==> src/rtl/axilite_write_arbiter_pkg.sv <==
// Shared definitions for the AXI-Lite write arbiter: FSM state encoding and
// BRESP codes.
package axilite_write_arbiter_pkg;

  typedef enum logic [1:0] {
    ST_IDLE   = 2'd0,
    ST_ISSUE  = 2'd1,
    ST_WAIT_B = 2'd2
  } arb_state_e;

  localparam logic [1:0] BRESP_OKAY   = 2'b00;
  localparam logic [1:0] BRESP_SLVERR = 2'b10;

endpackage

==> src/rtl/axilite_write_arbiter_rr_picker.sv <==
// Combinational round-robin picker.
//   eligible_i   : per-requester request vector
//   last_grant_i : index granted last; search starts just above it
//   grant_oh_o   : one-hot winner (zero when nothing is eligible)
//   grant_idx_o  : winner index
//   any_valid_o  : at least one requester is eligible
module axilite_rr_picker #(
  parameter int unsigned NUM_REQ = 2,
  parameter int unsigned GRANT_W = $clog2(NUM_REQ)
) (
  input  logic [NUM_REQ-1:0] eligible_i,
  input  logic [GRANT_W-1:0] last_grant_i,
  output logic [NUM_REQ-1:0] grant_oh_o,
  output logic [GRANT_W-1:0] grant_idx_o,
  output logic               any_valid_o
);

  // Two passes: indices above last_grant first, then wrap to 0..last_grant.
  always_comb begin
    int unsigned last_c;
    logic        found_c;
    last_c      = 32'(last_grant_i);
    found_c     = 1'b0;
    grant_oh_o  = '0;
    grant_idx_o = '0;
    for (int unsigned i = 0; i < NUM_REQ; i++) begin
      if (!found_c && eligible_i[i] && (i > last_c)) begin
        found_c       = 1'b1;
        grant_oh_o[i] = 1'b1;
        grant_idx_o   = GRANT_W'(i);
      end
    end
    for (int unsigned i = 0; i < NUM_REQ; i++) begin
      if (!found_c && eligible_i[i] && (i <= last_c)) begin
        found_c       = 1'b1;
        grant_oh_o[i] = 1'b1;
        grant_idx_o   = GRANT_W'(i);
      end
    end
    any_valid_o = found_c;
  end

endmodule

==> src/rtl/axilite_write_arbiter.sv <==
// Round-robin arbiter sharing one AXI-Lite write master (AW/W/B) between
// NUM_REQ requesters, one transaction in flight.
//   s_aw*/s_w*/s_b*  : per-requester slave-side channels (payloads packed i*W +: W)
//   m_axi_*          : shared master port; AW/W address, data and valids registered
// Grant is combinational in IDLE; B channel is passed through to the granted
// requester while waiting for the response.
module axilite_write_arbiter
  import axilite_write_arbiter_pkg::*;
#(
  parameter int unsigned NUM_REQ            = 2,
  parameter int unsigned AXILITE_ADDR_WIDTH = 48,
  parameter int unsigned AXILITE_DATA_WIDTH = 64
) (
  input  logic                              clk,
  input  logic                              rst_n,
  input  logic [NUM_REQ*AXILITE_ADDR_WIDTH-1:0] s_awaddr,
  input  logic [NUM_REQ-1:0]                s_awvalid,
  output logic [NUM_REQ-1:0]                s_awready,
  input  logic [NUM_REQ*AXILITE_DATA_WIDTH-1:0] s_wdata,
  input  logic [NUM_REQ-1:0]                s_wvalid,
  output logic [NUM_REQ-1:0]                s_wready,
  output logic [1:0]                        s_bresp,
  output logic [NUM_REQ-1:0]                s_bvalid,
  input  logic [NUM_REQ-1:0]                s_bready,
  output logic [AXILITE_ADDR_WIDTH-1:0]     m_axi_awaddr,
  output logic                              m_axi_awvalid,
  input  logic                              m_axi_awready,
  output logic [AXILITE_DATA_WIDTH-1:0]     m_axi_wdata,
  output logic                              m_axi_wvalid,
  input  logic                              m_axi_wready,
  input  logic [1:0]                        m_axi_bresp,
  input  logic                              m_axi_bvalid,
  output logic                              m_axi_bready
);

  localparam int unsigned GRANT_W = $clog2(NUM_REQ);
  localparam int unsigned AW      = AXILITE_ADDR_WIDTH;
  localparam int unsigned DW      = AXILITE_DATA_WIDTH;

  arb_state_e          state_q, state_d;
  logic [GRANT_W-1:0]  grant_q, grant_d;
  logic [GRANT_W-1:0]  last_grant_q, last_grant_d;
  logic [AW-1:0]       awaddr_q, awaddr_d;
  logic [DW-1:0]       wdata_q, wdata_d;
  logic                awvalid_q, awvalid_d;
  logic                wvalid_q, wvalid_d;

  logic [NUM_REQ-1:0]  eligible_c;
  logic [NUM_REQ-1:0]  pick_oh_c;
  logic [GRANT_W-1:0]  pick_idx_c;
  logic                pick_any_c;
  logic                aw_done_c;
  logic                w_done_c;

  // Only requesters presenting both address and data compete.
  assign eligible_c = s_awvalid & s_wvalid;

  axilite_rr_picker #(
    .NUM_REQ (NUM_REQ),
    .GRANT_W (GRANT_W)
  ) u_picker (
    .eligible_i   (eligible_c),
    .last_grant_i (last_grant_q),
    .grant_oh_o   (pick_oh_c),
    .grant_idx_o  (pick_idx_c),
    .any_valid_o  (pick_any_c)
  );

  // A channel counts as done once its valid is low or is being accepted now.
  assign aw_done_c = !awvalid_q || m_axi_awready;
  assign w_done_c  = !wvalid_q  || m_axi_wready;

  // State and datapath registers.
  always_ff @(posedge clk or negedge rst_n) begin
    if (!rst_n) begin
      state_q      <= ST_IDLE;
      grant_q      <= '0;
      last_grant_q <= GRANT_W'(NUM_REQ - 1);
      awaddr_q     <= '0;
      wdata_q      <= '0;
      awvalid_q    <= 1'b0;
      wvalid_q     <= 1'b0;
    end else begin
      state_q      <= state_d;
      grant_q      <= grant_d;
      last_grant_q <= last_grant_d;
      awaddr_q     <= awaddr_d;
      wdata_q      <= wdata_d;
      awvalid_q    <= awvalid_d;
      wvalid_q     <= wvalid_d;
    end
  end

  // Next-state and handshake steering.
  always_comb begin
    state_d      = state_q;
    grant_d      = grant_q;
    last_grant_d = last_grant_q;
    awaddr_d     = awaddr_q;
    wdata_d      = wdata_q;
    awvalid_d    = awvalid_q;
    wvalid_d     = wvalid_q;
    s_awready    = '0;
    s_wready     = '0;
    s_bvalid     = '0;
    s_bresp      = BRESP_OKAY;
    m_axi_bready = 1'b0;

    case (state_q)
      ST_IDLE: begin
        // rst_n gating keeps the ready pulse quiet while reset is held.
        if (pick_any_c && rst_n) begin
          s_awready = pick_oh_c;
          s_wready  = pick_oh_c;
          grant_d   = pick_idx_c;
          for (int unsigned i = 0; i < NUM_REQ; i++) begin
            if (pick_oh_c[i]) begin
              awaddr_d = s_awaddr[i*AW +: AW];
              wdata_d  = s_wdata[i*DW +: DW];
            end
          end
          awvalid_d = 1'b1;
          wvalid_d  = 1'b1;
          state_d   = ST_ISSUE;
        end
      end

      ST_ISSUE: begin
        if (m_axi_awready) awvalid_d = 1'b0;
        if (m_axi_wready)  wvalid_d  = 1'b0;
        if (aw_done_c && w_done_c) state_d = ST_WAIT_B;
      end

      ST_WAIT_B: begin
        s_bresp = m_axi_bresp;
        for (int unsigned i = 0; i < NUM_REQ; i++) begin
          if (grant_q == GRANT_W'(i)) begin
            m_axi_bready = s_bready[i];
            s_bvalid[i]  = m_axi_bvalid;
          end
        end
        if (m_axi_bvalid && m_axi_bready) begin
          last_grant_d = grant_q;
          state_d      = ST_IDLE;
        end
      end

      default: state_d = ST_IDLE;
    endcase
  end

  assign m_axi_awaddr  = awaddr_q;
  assign m_axi_awvalid = awvalid_q;
  assign m_axi_wdata   = wdata_q;
  assign m_axi_wvalid  = wvalid_q;

endmodule

==> config.mk <==
export PLATFORM = sky130hd
export DESIGN_NAME = axilite_write_arbiter
export DESIGN_NICKNAME = d
export VERILOG_FILES = /design/src/rtl/axilite_write_arbiter_pkg.sv /design/src/rtl/axilite_write_arbiter_rr_picker.sv /design/src/rtl/axilite_write_arbiter.sv
export SDC_FILE = /design/constraint.sdc
export NUM_CORES = 1
export LEC_CHECK = 0
export ABC_AREA = 1
export CELL_PAD_IN_SITES_DETAIL_PLACEMENT = 1
export CELL_PAD_IN_SITES_GLOBAL_PLACEMENT = 2
export CORE_ASPECT_RATIO = 1.5
export CORE_MARGIN = 4
export CORE_UTILIZATION = 31
export CTS_CLUSTER_DIAMETER = 50
export DETAILED_ROUTE_END_ITERATION = 10
export DONT_BUFFER_PORTS = 1
export PLACE_DENSITY_LB_ADDON = 0.1
export SLEW_MARGIN = 20
export SYNTH_ARGS = -nofsm -noshare
export SYNTH_HDL_FRONTEND = slang
export SYNTH_SLANG_ARGS = --single-unit
export TNS_END_PERCENT = 1
==> constraint.sdc <==
create_clock -name clk -period 1.7 [get_ports clk]
set_input_delay 0.085 -clock clk [delete_from_list [all_inputs] [get_ports clk]]
set_output_delay 0.085 -clock clk [all_outputs]
set_load 0.1 [all_outputs]
# ---- Word level (Yosys, flattened, before mapping)
# Index checks and enable logic that the tools add are counted.
dict set report totals {
  latch_bits 0
  n_memories 0
  mem_bits_rw 0
  reg_bits 118
  inputBits 237
  romBits 0
  elab_cells 68
}
dict set report op_classes {
  n_reduce_logical 22
  n_shift 0
  eq_ne 7
  div_mod_pow 0
  mul 0
  bitwise_logic 1
  mux 29
  addsub 0
  n_lt_le_gt_ge 2
}
# cell count
set ops {}
lappend ops {{two-way mux 64 bit} 2}
lappend ops {{two-way mux 48 bit} 2}
lappend ops {{two-way mux 1 bit} 15}
lappend ops {{two-way mux 2 bit} 7}
lappend ops {{AND reduction 3 bit} 4}
lappend ops {{!= test 2 bit, second input constant} 5}
lappend ops {{logical AND 1 bit} 7}
lappend ops {{one-hot mux 2 bit (3 select lines)} 1}
lappend ops {{zero test 1 bit} 4}
lappend ops {{one-hot mux 1 bit (2 select lines)} 2}
lappend ops {{AND reduction 2 bit} 2}
lappend ops {{nonzero test 2 bit} 2}
lappend ops {{bitwise AND 2 bit} 1}
lappend ops {{== test 2 x 1 -> 1 bit, second input constant} 1}
lappend ops {{== test 2 bit, second input constant} 1}
lappend ops {{zero test 2 bit} 1}
lappend ops {{logical OR 1 bit} 2}
lappend ops {{greater-than comparator 1 bit, first input constant} 1}
lappend ops {{<= comparator 1 bit, first input constant} 1}

# ---- Depth between registers and ports, before layout
dict set report logic_depth {
  ltp_word 13
  mapped_depth 9
  ltp_nobuf 7
}

# ---- Hierarchy
# A second synthesis with hierarchy kept.
dict set report hier_totals {
  cells_unflattened 918
  area_unflattened_um2 6317.3
}
# module cells_per_inst seq_area_each_um2 instances area_per_inst_um2
set modules_own_cells {}
lappend modules_own_cells {axilite_write_arbiter 911 2954.1 1 6277.3}
lappend modules_own_cells {axilite_rr_picker 7 0.0 1 40.0}

# ---- Worst setup path before layout
# No wires, ideal clock.
dict set report synth_path {
  path_type {register to output}
  start {register last_grant_q}
  end {output s_wready[0]}
  required_time_ns 1.615
  t_arrival_ns 3.852
  stages_incl_launch_ff 7
  n_path_buf 3
  slack_ns -2.237
  cell_sequence {dfstp_2 > nand3_2 > nand2_2 > buf_4 > buf_4 > nor3b_1 > buf_4}
}
dict set report synth_between {
  elab_chain_len 13
}
# element line_no
set synth_rtl {}
lappend synth_rtl {{from (decl)} axilite_write_arbiter.sv:42} ;# logic [GRANT_W-1:0] last_grant_q, last_grant_d;
lappend synth_rtl {{from (signal assigned)} axilite_write_arbiter.sv:78} ;# last_grant_q <= GRANT_W'(NUM_REQ - 1);
lappend synth_rtl {{from (signal assigned)} axilite_write_arbiter.sv:86} ;# last_grant_q <= last_grant_d;
lappend synth_rtl {{greater-than comparator 1 bit} axilite_write_arbiter_rr_picker.sv:27} ;# if (!found_c && eligible_i[i] && (i > last_c)) begin
lappend synth_rtl {{logical AND 1 bit} axilite_write_arbiter_rr_picker.sv:27}
lappend synth_rtl {{two-way mux 1 bit} axilite_write_arbiter_rr_picker.sv:27}
lappend synth_rtl {{zero test 1 bit} axilite_write_arbiter_rr_picker.sv:34} ;# if (!found_c && eligible_i[i] && (i <= last_c)) begin
lappend synth_rtl {{logical AND 1 bit} axilite_write_arbiter_rr_picker.sv:34}
lappend synth_rtl {{two-way mux 1 bit} axilite_write_arbiter_rr_picker.sv:34}
lappend synth_rtl {{zero test 1 bit} axilite_write_arbiter_rr_picker.sv:34}
lappend synth_rtl {{logical AND 1 bit (2 in a row)} axilite_write_arbiter_rr_picker.sv:34}
lappend synth_rtl {{two-way mux 1 bit} axilite_write_arbiter_rr_picker.sv:34}
lappend synth_rtl {{logical AND 1 bit} axilite_write_arbiter.sv:112} ;# if (pick_any_c && rst_n) begin
lappend synth_rtl {{two-way mux 2 bit (*) (2 in a row)} n/a}
lappend synth_rtl {{to (decl)} axilite_write_arbiter.sv:21} ;# output logic [NUM_REQ-1:0] s_wready,
# Mark *: on every way between the ends. The rest lies on a longest branch, timed or not.

# ---- Final worst setup path
dict set report layout_path {
  start {register last_grant_q}
  end {output s_awready[0]}
}
dict set report layout_between {
  elab_chain_len 13
}
# element line_no
set layout_rtl {}
lappend layout_rtl {{greater-than comparator 1 bit} axilite_write_arbiter_rr_picker.sv:27}
lappend layout_rtl {{logical AND 1 bit} axilite_write_arbiter_rr_picker.sv:27}
lappend layout_rtl {{two-way mux 1 bit} axilite_write_arbiter_rr_picker.sv:27}
lappend layout_rtl {{zero test 1 bit} axilite_write_arbiter_rr_picker.sv:34}
lappend layout_rtl {{logical AND 1 bit} axilite_write_arbiter_rr_picker.sv:34}
lappend layout_rtl {{two-way mux 1 bit} axilite_write_arbiter_rr_picker.sv:34}
lappend layout_rtl {{zero test 1 bit} axilite_write_arbiter_rr_picker.sv:34}
lappend layout_rtl {{logical AND 1 bit (2 in a row)} axilite_write_arbiter_rr_picker.sv:34}
lappend layout_rtl {{two-way mux 1 bit} axilite_write_arbiter_rr_picker.sv:34}
lappend layout_rtl {{logical AND 1 bit} axilite_write_arbiter.sv:112}
lappend layout_rtl {{two-way mux 2 bit (*)} axilite_write_arbiter.sv:112}
lappend layout_rtl {{two-way mux 2 bit (*)} axilite_write_arbiter.sv:109} ;# case (state_q)
lappend layout_rtl {{to (decl)} axilite_write_arbiter.sv:18} ;# output logic [NUM_REQ-1:0] s_awready,
# Marks and branches as above.

==> results_dict.tcl <==
set metrics [dict create \
    result_of_the_run "finished, violations left" \
    failed_checks "hold timing, setup timing" \
    area_growth_syn_to_layout_pct 68.0 \
    timing.max_cap.violations 0 \
    crit_path_max_fanout 4 \
    period_share_pct 103 \
    port_buffers 0 \
    timing.rr.start "last_grant_q" \
    irDropWorstVdd_mv 1.01 \
    setup-violations-final 4 \
    p_per_area_mw_per_mm2 2250 \
    synth.yosys.warnings 0 \
    cp_data_required_time_ps 1620 \
    clkSlewWorstSetupHoldPaths_ps 60 \
    report.power.total_mw 23.2 \
    fill_cells 2333 \
    critical_path_class "reg2out" \
    critical_path.slowest_cell "sky130_fd_sc_hd__dfstp_2" \
    globalRouteTotalUtil_pct 26.2 \
    cts-root-to-sink-buffers 2 \
    detail_route.first_pass.iterations 4 \
    antenna_violating_nets_post_route 0 \
    cell_count_of_the_worst_reg_to_reg_path 8 \
    postSynthCellCount 900 \
    avgSynthCellArea_um2 6.84 \
    path_delay_family "flip-flops" \
    leakagePower_nw 5.51 \
    synth-seq-area-share_pct 48.0 \
    timing.final.max_slew_violations 0 \
    postLayoutSetupSlackWorst_ps -56.6 \
    routed_wl_mm 29.3 \
    final_cell_area_mm2 0.0103 \
    rsz0062_at_grt "yes" \
    placedInstanceArea_mm2 0.00738 \
    vias_per_cell 5.06 \
    number_of_global_route_vias_before_repair 8608 \
    worst-r2r-setup-slack_ps 100 \
    final_weighted_congestion_of_routability_driven_global_placement 0.792 \
    cts_num_sinks 118 \
    largest_stage_delay_on_the_critical_path_ps 560 \
    dp_hpwl_mm 16.8 \
    synth.cell_area_mm2 0.00615 \
    cts.root.buffer_cell "sky130_fd_sc_hd__clkbuf_16" \
    die_x_um 123 \
    worstPathBufferInverterCount 2 \
    synth_cell_types 16 \
    arrival_time_at_the_worst_endpoint_ps 1670 \
    worstReg2RegEnd "m_axi_awaddr[10]" \
    cts_tree "yes" \
    hold_class "in2async" \
    design.core.area_mm2 0.0193 \
    net_count_of_the_mapped_netlist 1137 \
    rows 62 \
    achievable-frequency_mhz 569 \
    layout_min_cycle_time_ps 1760 \
    worstPathCellList "nand3_4, nand2_4, nor3b_4, buf_6, buf_12" \
    chipHeight_um 181 \
    critPathCaptureType "output port" \
    die_area_mm2 0.0222 \
    cts_buffers 17 \
    maxSlewHeadroom_pct 70.8 \
    drt_drc_violations_left 0 \
    tightest_slew_ps 438 \
    wire_length_of_the_first_global_routing_pass_mm 45.5 \
    hold_viol_final 118 \
    floorplan.io_pins 360 \
    startpoint_type "flop" \
    h_tree_level_count 4 \
    number_of_antenna_violations_at_the_first_check_in_global_routing 5 \
    clock_insertion_delay_worst_skew_ps 410 \
    grt_max_degree 120 \
    drive_gt1_share_pct 15.1 \
    ys_seq_elements 118 \
    number_of_drc_violations_after_detailed_routing_iteration_0 346 \
    nets 1461 \
    via_count 7590 \
    ctsHoldBuffers 226 \
    global_route.overflow_total 0 \
    wire_per_inst_um 19.5 \
    initial_utilization_pct 31.9 \
    fin_worst_hold_slack_ps -634 \
    skew_ps 9.70 \
]
-- power by group --
| group | total (mW) | internal [mW] | switching [mW] | leakage, nW |
|---|---|---|---|---|
| clock network | 3.64 | 2.34 | 1.30 | 0.282 |
| logic | 14.8 | 2.82 | 11.9 | 3.75 |
| registers | 4.82 | 4.09 | 0.733 | 1.47 |
-- logic make-up after synthesis --
kind of cell           Yosys count  share of synthesized area (%)
DFF                            118                           48.0
AOI/OAI and AO/OA                6                          0.488
and+or+nand+nor                703                           45.5
buffers and inverters           73                           6.04
-- per-layer routing --
metal / up-vias / GRT usage (%) / share of wire [%] / routed length (um)
li1: 3433 / - / - / -
met1: 3648 / 27.0 / 35 / 10100
met2: 380 / 44.9 / 51 / 14900
met3: 129 / 7.60 / 7.5 / 2200
met4: 0 / 17.9 / 7.0 / 2050
met5: - / 0 / 0 / 0
-- synthesized netlist by cell type --
cell type	n	share of area [%]
sky130_fd_sc_hd__nand2_2	1	0.10
sky130_fd_sc_hd__buf_4	13	1.6
sky130_fd_sc_hd__nor3b_1	1	0.12
sky130_fd_sc_hd__inv_2	2	0.12
sky130_fd_sc_hd__nand3_2	1	0.16
sky130_fd_sc_hd__dfstp_2	1	0.43
sky130_fd_sc_hd__o21ai_0	5	0.41
sky130_fd_sc_hd__nor2_1	5	0.31
sky130_fd_sc_hd__nor3_1	2	0.16
sky130_fd_sc_hd__nand3_1	115	9.4
sky130_fd_sc_hd__dfrtp_1	117	48
sky130_fd_sc_hd__buf_2	39	3.2
sky130_fd_sc_hd__inv_1	8	0.49
sky130_fd_sc_hd__clkbuf_1	11	0.67
sky130_fd_sc_hd__nand2_1	578	35
sky130_fd_sc_hd__a21oi_1	1	0.081
-- how the worst max path moves through the flow --
stage | startpoint | end | slack, ps | depth (start not counted)
floorplan | last_grant_q | s_wready[0] | -560 | 6
global placement | state_q[0] | m_axi_wdata[14] | 220 | 6
detailed placement | state_q[0] | m_axi_wdata[9] | 140 | 6
CTS | last_grant_q | s_awready[0] | -70 | 5
global route | last_grant_q | s_awready[0] | -130 | 5
finish | last_grant_q | s_awready[0] | -60 | 5
-- layout make-up --
| cell class | count | area (um^2) | area share [%] |
|---|---|---|---|
| Antenna cell | 7 | 17.5 | 0.169 |
| Multi-Input combinational cell | 709 | 2910 | 28.1 |
| Clock inverter | 12 | 153 | 1.48 |
| Tap cell | 256 | 320 | 3.10 |
| Inverter | 10 | 40.0 | 0.387 |
| Clock buffer | 20 | 447 | 4.32 |
| Sequential cell | 118 | 2950 | 28.6 |
| Timing Repair Buffer | 368 | 3500 | 33.8 |
-- metrics by stage --
step	utilization, %	instances	TNS, ps	hold WS, ps	worst slack [ps]
2_1_floorplan	-	900	-2290	-211	-559
3_3_place_gp	38.2	1230	0	-207	216
3_5_place_dp	38.2	1230	0	-207	139
4_1_cts	53.5	1493	-283	-653	-71.8
5_1_grt	53.5	1499	-494	-665	-130
6_report	53.5	1500	-199	-634	-56.6
-- cells in the final DEF (no fill, tap or decap) --
cell type                       count
sky130_fd_sc_hd__buf_4            128
sky130_fd_sc_hd__clkbuf_8           1
sky130_fd_sc_hd__dlygate4sd3_1    226
sky130_fd_sc_hd__buf_16             3
sky130_fd_sc_hd__buf_6              3
sky130_fd_sc_hd__buf_12             8
sky130_fd_sc_hd__nor2_1             1
sky130_fd_sc_hd__o21ai_0            5
sky130_fd_sc_hd__nor2_2             3
sky130_fd_sc_hd__diode_2            7
sky130_fd_sc_hd__dfrtp_1          117
sky130_fd_sc_hd__inv_6              1
sky130_fd_sc_hd__nor3_4             2
sky130_fd_sc_hd__clkinv_4           1
sky130_fd_sc_hd__clkbuf_1           2
sky130_fd_sc_hd__inv_1              8
sky130_fd_sc_hd__clkinv_2           5
sky130_fd_sc_hd__bufinv_16          3
sky130_fd_sc_hd__nand3_4            2
sky130_fd_sc_hd__nor3b_4            1
sky130_fd_sc_hd__clkbuf_16         17
sky130_fd_sc_hd__nand2_1          577
sky130_fd_sc_hd__nand3_1          114
sky130_fd_sc_hd__a21oi_2            1
sky130_fd_sc_hd__nand2_4            1
sky130_fd_sc_hd__nand2_2            1
sky130_fd_sc_hd__dfstp_2            1
sky130_fd_sc_hd__nor2_4             1
sky130_fd_sc_hd__clkinvlp_4         4
-- repair_timing --
action / in CTS / in global routing
hold endpoints to repair: 234 / 118
cloned: 1 / 0
pin swaps: 3 / 1
setup endpoints to repair: 9 / 5
resized for setup: 6 / 1
setup buffers: 4 / 0
-- sequential cells by signal, indices dropped and copies added (netlist names) --
signal / flops
m_axi_wdata: 64
m_axi_awaddr: 48
state_q: 2
grant_q: 1
last_grant_q: 1
m_axi_awvalid: 1
m_axi_wvalid: 1
Note: power is estimated with default switching activity, not from simulation.
